### src/rtl/enc2of5_tx_ctrl.sv
// Two-requester round-robin arbiter feeding a serial 2-of-5 (weights 7-4-2-1-0) BCD digit transmitter.
// Each accepted digit becomes a 5-bit frame, MSB first, followed by GAP idle cycles.
module enc2of5_tx_ctrl #(
    parameter int GAP = 1
) (
    input  logic       CK,
    input  logic       CLRN,
    input  logic       REQ0,
    input  logic [3:0] DIN0,
    output logic       GNT0,
    input  logic       REQ1,
    input  logic [3:0] DIN1,
    output logic       GNT1,
    output logic       SOUT,
    output logic       SVALID,
    output logic       FRAME,
    output logic       BUSY,
    output logic       ERR
);

    typedef enum logic [1:0] {
        S_IDLE,
        S_SHIFT,
        S_GAP
    } state_t;

    localparam logic [2:0] GAP_LAST = 3'(GAP - 1);

    state_t     state_q, state_d;
    logic [2:0] cnt_q, cnt_d;
    logic       last_q, last_d;
    logic [4:0] code_q, code_d;
    logic       err_q, err_d;
    logic [3:0] sel_din;

    function automatic logic [4:0] encode(input logic [3:0] digit);
        case (digit)
            4'd0:    encode = 5'b11000;
            4'd1:    encode = 5'b00011;
            4'd2:    encode = 5'b00101;
            4'd3:    encode = 5'b00110;
            4'd4:    encode = 5'b01001;
            4'd5:    encode = 5'b01010;
            4'd6:    encode = 5'b01100;
            4'd7:    encode = 5'b10001;
            4'd8:    encode = 5'b10010;
            4'd9:    encode = 5'b10100;
            default: encode = 5'b00000;
        endcase
    endfunction

    // NOTE: every signal written here gets a default first, so no path leaves one unassigned (no latches).
    always_comb begin
        state_d = state_q;
        cnt_d   = cnt_q;
        last_d  = last_q;
        code_d  = code_q;
        err_d   = 1'b0;
        sel_din = DIN0;
        GNT0    = 1'b0;
        GNT1    = 1'b0;
        SOUT    = 1'b0;
        SVALID  = 1'b0;
        FRAME   = 1'b0;
        BUSY    = 1'b0;

        case (state_q)
            S_IDLE: begin
                // Grants are gated by CLRN so they read 0 throughout reset, not only after it.
                if (CLRN) begin
                    if (REQ0 && (!REQ1 || last_q)) GNT0 = 1'b1;
                    else if (REQ1)                 GNT1 = 1'b1;
                end
                if (GNT0 || GNT1) begin
                    last_d  = GNT1;
                    sel_din = GNT1 ? DIN1 : DIN0;
                    if (sel_din <= 4'd9) begin
                        state_d = S_SHIFT;
                        cnt_d   = 3'd0;
                        code_d  = encode(sel_din);
                    end else begin
                        err_d = 1'b1;
                    end
                end
            end
            S_SHIFT: begin
                BUSY   = 1'b1;
                SVALID = 1'b1;
                SOUT   = code_q[3'd4 - cnt_q];
                FRAME  = (cnt_q == 3'd0);
                if (cnt_q == 3'd4) begin
                    state_d = (GAP > 0) ? S_GAP : S_IDLE;
                    cnt_d   = 3'd0;
                end else begin
                    cnt_d = cnt_q + 3'd1;
                end
            end
            S_GAP: begin
                BUSY = 1'b1;
                if (cnt_q == GAP_LAST) begin
                    state_d = S_IDLE;
                    cnt_d   = 3'd0;
                end else begin
                    cnt_d = cnt_q + 3'd1;
                end
            end
            default: begin
                state_d = S_IDLE;
                cnt_d   = 3'd0;
            end
        endcase
    end

    assign ERR = err_q;

    // NOTE: state registers use non-blocking assignments so every flop samples pre-edge values.
    always_ff @(posedge CK or negedge CLRN) begin
        if (!CLRN) begin
            state_q <= S_IDLE;
            cnt_q   <= 3'd0;
            last_q  <= 1'b1;
            code_q  <= 5'b00000;
            err_q   <= 1'b0;
        end else begin
            state_q <= state_d;
            cnt_q   <= cnt_d;
            last_q  <= last_d;
            code_q  <= code_d;
            err_q   <= err_d;
        end
    end

endmodule

### config.mk
export PLATFORM = sky130hd
export DESIGN_NAME = enc2of5_tx_ctrl
export DESIGN_NICKNAME = d
export VERILOG_FILES = /design/src/rtl/enc2of5_tx_ctrl.sv
export SDC_FILE = /design/constraint.sdc
export NUM_CORES = 1
export LEC_CHECK = 0
export BUFFER_PORTS_ARGS = -buffer_cell sky130_fd_sc_hd__buf_2
export CAP_MARGIN = 20
export CORE_MARGIN = 2
export CORE_UTILIZATION = 56
export CTS_BUF_LIST = sky130_fd_sc_hd__clkbuf_16
export CTS_CLUSTER_DIAMETER = 30
export DETAILED_ROUTE_END_ITERATION = 8
export HOLD_SLACK_MARGIN = 0.05
export PLACE_DENSITY_LB_ADDON = 0.05
export REMOVE_ABC_BUFFERS = 1
export SYNTH_ARGS = -nofsm -noshare
export SYNTH_HDL_FRONTEND = slang
export SYNTH_SLANG_ARGS = --single-unit
### constraint.sdc
create_clock -name CK -period 3.4 [get_ports CK]
set_clock_uncertainty 0.05 [all_clocks]
set_input_delay 0.51 -clock CK [delete_from_list [all_inputs] [get_ports CK]]
set_output_delay 0.51 -clock CK [all_outputs]
set_load 0.02 [all_outputs]
==> metrics.csv, run 1 <==
stage,metric,value,unit
status,status,finished clean,
grt,grt_max_degree,19,
clock_network,clockBufferDepth,2,
pwr,powerDensity,629.0,mW/mm^2
pwr,p_clk_share,23.7,%
synth,synth_flop_cell,dfrtp_1,
timing,whs,0.2301,ns
synth,yosys.area.top_type,dfrtp_1,
detailed_routing,vias,1115,
floorplanning,start_util,57.89,%
floorplanning,design.die.area,0.002614,mm^2
clock_network,root_buffer,clkbuf_16,
pwr,power_frac_seq,27.7,%
grt,first_global_vias,1098,
synth,synth_top_cell_area_share,22.13,%
placement,portBuffers,18,
flow_run,max-cap-violations,0,
detailed_routing,wl,2709,um
clock_network,cts_setup_buffers,0,
synth,synthTopCellsByArea,"dfrtp_1 (22%), ha_1 (12%), mux2_4 (4.8%)",
clock_network,cts_hold_buffers,0,
clock_network,insertion_delay,0.24,ns
pwr,switching_share,39.28,%
setup_path,cp.required,3.47,ns
pwr,switching_power,0.3512,mW
placement,dp_hpwl,2120,um
pwr,pwr-share-comb,48.6,%
timing,period_needed,2.830,ns
synth,netlist_instances,137,
timing,slew_viol_final,0,
setup_path,startpoint_type,register,
clock_network,path_clk_slew,0.04,ns
cells_and_area,fin_cells,183,
pwr,power.total,0.8941,mW
floorplanning,die_y,51.13,um
timing,tns,0,ns
clock_network,cts_buffers,3,
cells_and_area,layout.nets,180,
clock_network,cts-resized-gates,0,
clock_network,cts_tree,yes,
timing,finalHoldViolations,0,
timing,fmaxAchievable,353.3,MHz
synth,synth.distinct_cells,44,
cells_and_area,fillCellCount,187,
cells_and_area,area_delta_synth_final,14.29,%
detailed_routing,wire_per_inst,14.80,um
floorplanning,core-area,0.002148,mm^2
timing,slew_headroom,57.68,%
detailed_routing,post-route-drc-count,0,
detailed_routing,firstDrtPassIters,4,
setup_path,arrival,2.90,ns
synth,synth-seq-cells,12,
clock_network,clock-sinks,12,
setup_path,end_kind,register,
synth,ys.warnings.count,0,
placement,globalplace.congestion,0.7973,
placement,post-place-cells,179,
grt,grt_pass1_wl,4878,um
timing,worst_pin_slew,0.6320,ns
timing,period_share,83.25,%
detailed_routing,viasPerCell,6.093,
synth,synth_edf_count,0,
grt,grt.total_usage,24.74,%
grt,antenna_found_initial,0,
clock_network,h-tree-depth,1,
pwr,power.leakage,0.6642,nW
floorplanning,pin_count,19,
min_path,hold_class,in -> async,
setup_path,crit_type,reg -> reg,
cells_and_area,antenna_cells,0,
setup_path,critPathMaxFanout,7,
synth,syn_area_per_cell,9.078,um^2
pwr,power.internal,0.5428,mW
timing,setup_viol,0,
synth,yosysSeqAreaShare,24.25,%
synth,async_flop_share,100.0,%
detailed_routing,drt-initial-drc-count,31,
floorplanning,row_count,17,
grt,grt_overflow,0,
floorplanning,die_x,51.13,um
detailed_routing,ant_nets,0,
timing,rsz0062_at_grt,no,
cells_and_area,drive_gt1_share,25.16,%
synth,synth_area,0.001244,mm^2
pwr,peakVddDrop,0.0004179,V
[cells by family after synthesis]
family / count (synthesis) / synth area share (%)
DFF: 12 / 24.25
AOI/OAI and AO/OA: 39 / 23.44
muxes: 10 / 10.76
buffers and inverters: 17 / 6.338
and+or+nand+nor: 47 / 23.14
adders and majority gates: 12 / 12.07
[worst max-delay path, stage by stage, from the launching register on]
cell and delay (ns):
dfstp_2 0.58, a21boi_4 0.08, nand2_1 0.23, mux2i_1 0.34
ha_1 0.29, nor2_1 0.07, or3_1 0.49, a21oi_4 0.26
mux2_4 0.32
[layer usage]
| metal | vias up | routed length, um | track usage (%) |
|---|---|---|---|
| li1 | 547 | - | - |
| met1 | 541 | 1260 | 30.13 |
| met2 | 25 | 1363 | 43.51 |
| met3 | 2 | 62 | 3.801 |
| met4 | 0 | 21 | 9.459 |
| met5 | - | 0 | 0 |
[Yosys cell counts, types with 3 or more instances]
library cell	n
o21ai_0	10
ha_1	12
nor2b_1	3
o21ai_1	3
a21oi_1	4
a32o_1	3
nor3_1	9
nand3b_1	4
inv_1	11
nand4_1	3
mux2i_1	4
or3_1	4
nand3_1	9
dfrtp_1	11
mux2_4	4
nand2_1	5
a21o_1	5
[registers in the layout, summed over array words and instances (netlist names)]
| register | cells |
|---|---|
| ERR | 1 |
| cnt_q | 3 |
| code_q | 5 |
| last_q | 1 |
| state_q | 2 |
[area by class of cell]
class | instances | area, um^2 | share of cell area (%)
inverter | 12 | 45.04 | 3.169
clock inverter | 1 | 3.754 | 0.2641
timing repair buffer | 19 | 97.59 | 6.866
multi-input combinational | 108 | 863.3 | 60.74
tap | 28 | 35.03 | 2.465
clock buffer | 3 | 75.07 | 5.282
sequential | 12 | 301.5 | 21.21
[layout by cell type, fill, tap and decap left out, types with 2 or more instances in the layout]
cell	instances
buf_2	18
ha_1	12
dfrtp_1	11
inv_1	11
o21ai_0	10
nor3_1	9
nand3_1	9
nand2_1	5
a21o_1	5
mux2i_1	4
a21oi_1	4
mux2_4	4
or3_1	4
nand3b_1	4
nor2b_1	3
o21ai_1	3
a32o_1	3
nand4_1	3
clkbuf_16	3
nor2_1	2
and2_1	2
a211oi_1	2
o21bai_1	2
a31oi_1	2
[power by group through the flow]
stage | clock (mW) | sequential (mW) | combinational, mW
global route | 0.223 | 0.256 | 0.489
finish | 0.212 | 0.248 | 0.434
floorplan | 0 | 0.236 | 0.336
CTS | 0.217 | 0.247 | 0.437
global placement | 0 | 0.246 | 0.424
detailed placement | 0 | 0.249 | 0.432
[worst paths after layout]
kind	from	end	slack, ns	cells past startpoint
hold / removal	CLRN	cnt_q[0]$_DFFE_PN0P_	0.23	2
max in group asynchronous	CLRN	last_q$_DFFE_PN1P_	2.82	2
hold reg to reg	code_q[0]$_DFFE_PN0P_	code_q[0]$_DFFE_PN0P_	0.42	1
setup / recovery	last_q$_DFFE_PN1P_	code_q[4]$_DFFE_PN0P_	0.57	8
setup reg to reg	last_q$_DFFE_PN1P_	code_q[4]$_DFFE_PN0P_	0.57	8
min in group CK	code_q[0]$_DFFE_PN0P_	code_q[0]$_DFFE_PN0P_	0.42	1
[stage by stage]
stage / worst slack, ns / cell area [um^2] / utilization [%]
finish: 0.5696 / 1421 / 66.16
global route: 0.4052 / 1421 / 66.16
CTS: 0.5940 / 1421 / 66.16
detailed placement: 0.4222 / 1343 / 62.49
global placement: 0.5400 / 1343 / 62.49
floorplan: 0.8222 / 1210 / -
Power figures use the tool's default switching activity.
==> inputs of run 2 (changes only) <==
==> constraint.sdc (replaced) <==
create_clock -name CK -period 2.8 [get_ports CK]
set_clock_uncertainty 0.05 [all_clocks]
set_input_delay 0.42 -clock CK [delete_from_list [all_inputs] [get_ports CK]]
set_output_delay 0.42 -clock CK [all_outputs]
set_load 0.02 [all_outputs]
==> run 2 against run 1 <==
Effect of this change: count of clock-buffer cells in the layout did not move; non-clock buffer count rose by 3; maximum frequency rose by 7.9%; flip-flop and latch count did not move; final cell count rose by 1.6%; largest power group unchanged; highest routed layer unchanged.
==> metrics.csv, run 2 (synthesis gave the netlist of run 1 again) <==
stage,metric,value,unit,change
status,status,finished clean,,
placement,portBuffers,18,,unchanged
timing,tns,0,ns,unchanged
grt,grt_overflow,0,,unchanged
setup_path,slowest_delay,0.58,ns,about the same
pwr,power_frac_seq,27.0,%,-0.7 points
setup_path,startpoint_type,register,,
clock_network,insertion_delay,0.24,ns,about the same
floorplanning,pin_count,19,,unchanged
clock_network,clock-sinks,12,,unchanged
detailed_routing,firstDrtPassIters,5,,+1
pwr,p_clk_share,23.7,%,about the same
pwr,switching_power,0.4460,mW,+27%
placement,post-place-ws,0.08797,ns,-0.3343 ns
timing,slew_viol_final,0,,unchanged
timing,fmaxAchievable,381.1,MHz,+7.9%
grt,grt_pass1_wl,4864,um,-0.29%
floorplanning,start_util,57.89,%,unchanged
setup_path,critPathMaxFanout,6,,-1
placement,post-place-cells,182,,+1.7%
cells_and_area,fillCellCount,184,,-1.6%
setup_path,worstReg2RegEnd,code_q[1]$_DFFE_PN0P_,,
timing,slew_headroom,53.89,%,-3.8 points
floorplanning,design.die.area,0.002614,mm^2,unchanged
grt,first_global_vias,1090,,-0.73%
detailed_routing,drt-initial-drc-count,24,,-23%
floorplanning,die_y,51.13,um,unchanged
timing,rsz0062_at_grt,no,,
timing,finalHoldViolations,0,,unchanged
clock_network,root_buffer,clkbuf_16,,
grt,grt_max_degree,15,,-4
clock_network,cts-resized-gates,0,,unchanged
detailed_routing,post-route-drc-count,0,,unchanged
detailed_routing,viasPerCell,6.091,,about the same
clock_network,h-tree-depth,1,,unchanged
pwr,power.internal,0.6733,mW,+24%
pwr,peakVddDrop,0.0004531,V,+8.4%
detailed_routing,wire_per_inst,15.25,um,+3.0%
setup_path,arrival,2.70,ns,-0.20 ns
timing,worst_pin_slew,0.6886,ns,+0.05661 ns
setup_path,startpoint,last_q$_DFFE_PN1P_,,
min_path,hold_class,in -> async,,
clock_network,cts_buffers,3,,unchanged
cells_and_area,layout_commonest_cell,buf_2,,
setup_path,ff2ff_setup_slack,0.18,ns,-0.39 ns
timing,period_share,93.72,%,+10 points
floorplanning,row_count,17,,unchanged
cells_and_area,fin_area,0.001444,mm^2,+1.6%
cells_and_area,drive_gt1_share,26.58,%,+1.4 points
detailed_routing,vias,1133,,+1.6%
grt,grt.total_usage,24.55,%,-0.19 points
timing,setup_ws,0.1758,ns,-0.3938 ns
flow_run,max-cap-violations,0,,unchanged
detailed_routing,ant_nets,0,,unchanged
clock_network,cts_tree,yes,,
cells_and_area,area_delta_synth_final,16.10,%,
setup_path,crit_type,reg -> reg,,
cells_and_area,largestRegisters,"code_q x5, cnt_q x3, state_q x2",,
floorplanning,die_x,51.13,um,unchanged
cells_and_area,layout.nets,183,,+1.7%
grt,antenna_found_initial,0,,unchanged
clock_network,clockBufferDepth,2,,unchanged
floorplanning,core-area,0.002148,mm^2,unchanged
setup_path,r2r_start,last_q$_DFFE_PN1P_,,
cells_and_area,largest_reg_flops,5,,unchanged
setup_path,cpMaxStageDelayCell,dfstp_2,,
timing,period_needed,2.624,ns,-0.2062 ns
setup_path,crit_chain,a21boi_4 -> nand2_1 -> mux2i_1 -> ha_1 -> nor2_1 -> or3_1 -> a21oi_4 -> mux2_4,,
pwr,pwr-share-comb,49.3,%,+0.7 points
cells_and_area,mostFrequentLayoutCells,"buf_2 (18), ha_1 (12), dfrtp_1 (11), inv_1 (11), o21ai_0 (10)",,
timing,setup_viol,0,,unchanged
cells_and_area,antenna_cells,0,,unchanged
cells_and_area,postLayoutCoreUtil,67.21,%,+1.0 points
clock_network,path_clk_slew,0.05,ns,about the same
pwr,switching_share,39.85,%,+0.57 points
setup_path,rr_worst_depth,8,,unchanged
cells_and_area,top_register,code_q,,
pwr,powerDensity,775.2,mW/mm^2,+23%
placement,globalplace.congestion,0.9146,,+15%
detailed_routing,wl,2836,um,+4.7%
pwr,power.leakage,0.6778,nW,+2.0%
setup_path,cp.required,2.88,ns,-0.59 ns
placement,dp_hpwl,2203,um,+3.9%
placement,placed_cell_area,0.001365,mm^2,+1.7%
cells_and_area,fin_cells,186,,+1.6%
setup_path,end_kind,register,,
clock_network,cts_setup_buffers,0,,unchanged
clock_network,cts_hold_buffers,0,,unchanged
run 2: cell types whose count changed in the layout (fill, tap and decap cells not counted), sizes merged:
cell  delta
buf      +3
run 2: worst max path at each step:
stage,to,slack [ns],cells past startpoint
global placement,code_q[1]$_DFFE_PN0P_,0.18,10
global route,code_q[1]$_DFFE_PN0P_,0.002,10
finish,code_q[1]$_DFFE_PN0P_,0.18,8
floorplan,code_q[1]$_DFFE_PN0P_,0.24,8
detailed placement,code_q[4]$_DFFE_PN0P_,0.09,10
CTS,code_q[1]$_DFFE_PN0P_,0.17,8
run 2: power groups by stage:
stage          sequential, mW  combinational, mW  clock [mW]
2_1_floorplan           0.286              0.408           0
3_3_place_gp            0.297              0.535           0
3_5_place_dp            0.303              0.548           0
4_1_cts                 0.301              0.555       0.266
5_1_grt                 0.311              0.614       0.274
6_report                0.302              0.551       0.266
run 2: critical path: cells and delay by family, from the launching register on:
family / cells / cell delay, ns
fa+ha+maj: 1 / 0.28
compound gates: 2 / 0.32
mux: 2 / 0.63
flops: 1 / 0.58
simple gates: 3 / 0.66
run 2: metrics by stage:
stage               hold slack [ns]  total power, mW
floorplan                   0.07441           0.6949
global route                 0.2007            1.199
global placement             0.4114           0.8319
CTS                          0.1797            1.121
finish                       0.1771            1.119
detailed placement           0.4160           0.8508
run 2: area by class of cell:
type | count | area (um^2) | share of cell area, %
Multi-Input combinational cell | 108 | 863.3 | 59.79
Sequential cell | 12 | 301.5 | 20.88
Timing Repair Buffer | 22 | 120.1 | 8.319
Clock buffer | 3 | 75.07 | 5.199
Inverter | 12 | 45.04 | 3.120
Tap cell | 28 | 35.03 | 2.426
Clock inverter | 1 | 3.754 | 0.2600
run 2: metal layers:
layer | wire (um) | track usage (%) | vias up
met2 | 1468 | 46.10 | 24
met1 | 1257 | 29.17 | 556
met4 | 15 | 5.405 | 0
met3 | 94 | 3.509 | 2
li1 | - | - | 551
met5 | 0 | 0 | -
==> inputs of run 3 (changes only) <==
--- a/config.mk
+++ b/config.mk
@@ -5,10 +5,11 @@
 export SDC_FILE = /design/constraint.sdc
 export NUM_CORES = 1
 export LEC_CHECK = 0
+export ABC_AREA = 1
 export BUFFER_PORTS_ARGS = -buffer_cell sky130_fd_sc_hd__buf_2
 export CAP_MARGIN = 20
 export CORE_MARGIN = 2
-export CORE_UTILIZATION = 56
+export CORE_UTILIZATION = 54
 export CTS_BUF_LIST = sky130_fd_sc_hd__clkbuf_16
 export CTS_CLUSTER_DIAMETER = 30
 export DETAILED_ROUTE_END_ITERATION = 8
==> run 3 against run 2 <==
Effect of this change: maximum frequency grew 17%; area after synthesis shrank 17%; sequential share of layout area grew 3.5 points; critical path depth grew 2; sequential power shrank 7.3%; global-route usage shrank 4.6 points; count of clock-buffer cells in the layout is the same; non-clock buffer count shrank 3; core utilization grew 2.9 points; routed wire length shrank 30%; setup slack gained 0.38 ns; via count shrank 17%; largest cell class unchanged; largest power group unchanged; highest routed layer unchanged.
==> metrics.csv, run 3 <==
stage,metric,value,unit,change
status,status,finished clean,,
clock_network,h-tree-depth,1,,unchanged
flow_run,max-cap-violations,0,,unchanged
setup_path,arrival,1.77,ns,-0.93 ns
clock_network,root_buffer,clkbuf_16,,
floorplanning,row_count,15,,-2
detailed_routing,post-route-drc-count,0,,unchanged
setup_path,slowest_delay,0.41,ns,-0.17 ns
synth,yosysSeqAreaShare,29.14,%,+4.9 points
setup_path,critPathMaxFanout,5,,-1
placement,portBuffers,18,,unchanged
cells_and_area,area_delta_synth_final,19.59,%,
clock_network,clockBufferDepth,2,,unchanged
synth,synthTopCellsByArea,"dfrtp_1 (27%), ha_1 (15%), nand2_1 (13%)",,
timing,period_needed,2.244,ns,-0.3799 ns
synth,synth_area,0.001035,mm^2,-17%
cells_and_area,top_register,code_q,,
clock_network,path_clk_slew,0.04,ns,about the same
timing,rsz0062_at_grt,no,,
pwr,power_frac_seq,27.4,%,+0.4 points
setup_path,cpMaxStageDelayCell,dfrtp_1,,
pwr,power.leakage,0.6727,nW,-0.74%
timing,worst_pin_slew,0.3429,ns,-0.3458 ns
setup_path,cp.buffers_inverters,4,,+4
setup_path,cp_top_family,flip-flops,,
pwr,peakVddDrop,0.0004439,V,-2.0%
grt,antenna_found_initial,0,,unchanged
floorplanning,pin_count,19,,unchanged
synth,syn_area_per_cell,7.665,um^2,-16%
detailed_routing,firstDrtPassIters,4,,-1
clock_network,cts_buffers,3,,unchanged
grt,grt_overflow,0,,unchanged
synth,synth_flop_cell,dfrtp_1,,
grt,first_global_vias,794,,-27%
pwr,power.internal,0.5975,mW,-11%
floorplanning,core-area,0.001764,mm^2,-18%
synth,synth_edf_count,0,,unchanged
detailed_routing,ant_nets,0,,unchanged
setup_path,startpoint_type,register,,
floorplanning,die_y,47.78,um,-6.6%
clock_network,cts_hold_buffers,0,,unchanged
grt,grt.total_usage,19.97,%,-4.6 points
floorplanning,die_x,47.78,um,-6.6%
cells_and_area,largestRegisters,"code_q x5, cnt_q x3, state_q x2",,
timing,finalHoldViolations,0,,unchanged
timing,slew_viol_final,0,,unchanged
detailed_routing,viasPerCell,5.137,,-16%
floorplanning,design.die.area,0.002282,mm^2,-13%
setup_path,end_kind,output port,,
timing,fmaxAchievable,445.6,MHz,+17%
synth,async_flop_share,100.0,%,unchanged
min_path,hold_class,in -> async,,
placement,post-place-ws,0.6516,ns,+0.5636 ns
pwr,powerDensity,826.9,mW/mm^2,+6.7%
detailed_routing,wire_per_inst,10.98,um,-28%
grt,grt_pass1_wl,3174,um,-35%
timing,setup_ws,0.5557,ns,+0.3799 ns
cells_and_area,largest_reg_flops,5,,unchanged
pwr,pwr-share-comb,47.2,%,-2.1 points
synth,yosys.area.top_type,dfrtp_1,,
timing,period_share,80.16,%,-14 points
detailed_routing,drt-initial-drc-count,8,,-67%
timing,tns,0,ns,unchanged
pwr,switching_share,41.60,%,+1.8 points
placement,globalplace.congestion,0.8073,,-12%
timing,slew_headroom,77.14,%,+23 points
cells_and_area,mostFrequentLayoutCells,"nand2_1 (36), inv_1 (19), buf_2 (18)",,
setup_path,crit_chain,inv_1 -> ha_1 -> inv_1 -> o21ai_0 -> o22ai_1 -> nand2_1 -> o21ai_0 -> nand2_1 -> inv_1 -> buf_2,,
cells_and_area,layout.nets,182,,-0.55%
cells_and_area,fin_area,0.001237,mm^2,-14%
synth,synthMostInstantiatedCell,nand2_1,,
detailed_routing,wl,1999,um,-30%
cells_and_area,antenna_cells,0,,unchanged
setup_path,crit_type,reg -> out,,
grt,grt_max_degree,14,,-1
synth,synthTopCellsByCount,"nand2_1 (36), inv_1 (19), ha_1 (12), dfrtp_1 (11), o21ai_1 (10)",,
setup_path,crit_top_cell,inv_1,,
clock_network,insertion_delay,0.24,ns,about the same
detailed_routing,vias,935,,-17%
clock_network,cts_setup_buffers,0,,unchanged
synth,synth.distinct_cells,22,,-50%
clock_network,clock-sinks,12,,unchanged
placement,placed_cell_area,0.001159,mm^2,-15%
timing,setup_viol,0,,unchanged
pwr,p_clk_share,25.4,%,+1.7 points
synth,ys.warnings.count,0,,unchanged
synth,netlist_instances,135,,-1.5%
synth,synth_top_cell_area_share,26.60,%,+4.5 points
clock_network,cts-resized-gates,0,,unchanged
cells_and_area,layout_commonest_cell,nand2_1,,
pwr,switching_power,0.4257,mW,-4.6%
placement,dp_hpwl,1627,um,-26%
cells_and_area,drive_gt1_share,24.20,%,-2.4 points
clock_network,cts_tree,yes,,
floorplanning,start_util,58.65,%,+0.76 points
synth,synth-seq-cells,12,,unchanged
setup_path,cp.required,2.33,ns,-0.55 ns
-- run 3: layout make-up --
type / count / area, um^2
Multi-Input combinational cell: 102 / 648.1
Fill cell: 164 / 526.8
Sequential cell: 12 / 301.5
Timing Repair Buffer: 19 / 97.59
Inverter: 20 / 80.08
Clock buffer: 3 / 75.07
Tap cell: 25 / 31.28
Clock inverter: 1 / 3.754
-- run 3: power groups by stage --
stage / clock network [mW] / registers (mW) / logic [mW]
3_5_place_dp: 0 / 0.282 / 0.483
2_1_floorplan: 0 / 0.271 / 0.376
6_report: 0.260 / 0.280 / 0.483
3_3_place_gp: 0 / 0.277 / 0.474
5_1_grt: 0.270 / 0.289 / 0.549
4_1_cts: 0.261 / 0.281 / 0.488
-- run 3: cell families after synthesis --
kind of cell,synth area share (%)
AO/OA/AOI/OAI,9.915
XOR/XNOR,0.8466
adder cells (fa/ha/maj),14.51
buffers and inverters,8.222
flip-flops,29.14
AND/OR/NAND/NOR,37.36
-- run 3: layer usage --
metal,track usage (%),up-vias,wire [um]
met5,0,-,0
met3,3.396,6,69
li1,-,485,-
met4,8.108,0,38
met2,35.73,21,967
met1,23.34,423,925
-- run 3: worst paths after layout --
kind / depth (start not counted) / slack (ns) / startpoint / end
worst max-delay path: 10 / 0.56 / cnt_q[0]$_DFFE_PN0P_ / SOUT
worst min-delay path: 2 / 0.08 / CLRN / ERR$_DFF_PN0_
worst max register to register: 14 / 0.65 / last_q$_DFFE_PN1P_ / cnt_q[0]$_DFFE_PN0P_
worst min register to register: 2 / 0.44 / code_q[3]$_DFFE_PN0P_ / code_q[3]$_DFFE_PN0P_
max in group asynchronous: 2 / 2.39 / CLRN / last_q$_DFFE_PN1P_
min in group CK: 2 / 0.44 / code_q[3]$_DFFE_PN0P_ / code_q[3]$_DFFE_PN0P_
-- run 3: worst reg2reg max path, stage by stage, from the launching register on --
cell,delay (ns)
dfstp_2,0.52
inv_1,0.05
nand2_2,0.07
nand2_4,0.07
nand2_4,0.11
nand2_1,0.06
o21ai_1,0.19
inv_1,0.13
ha_1,0.23
nand3_4,0.11
nand3_4,0.11
nand2_2,0.09
nand2_2,0.09
nand2_1,0.08
o21ai_1,0.06
-- run 3: through the flow --
step | cells | utilization, % | hold slack [ns] | power (mW)
after floorplan | 134 | - | 0.07441 | 0.6474
after global placement | 178 | 65.67 | 0.3391 | 0.7514
after detailed placement | 178 | 65.67 | 0.3354 | 0.7648
after CTS | 182 | 70.14 | 0.08763 | 1.029
after global routing | 182 | 70.14 | 0.1059 | 1.108
final | 182 | 70.14 | 0.08096 | 1.023
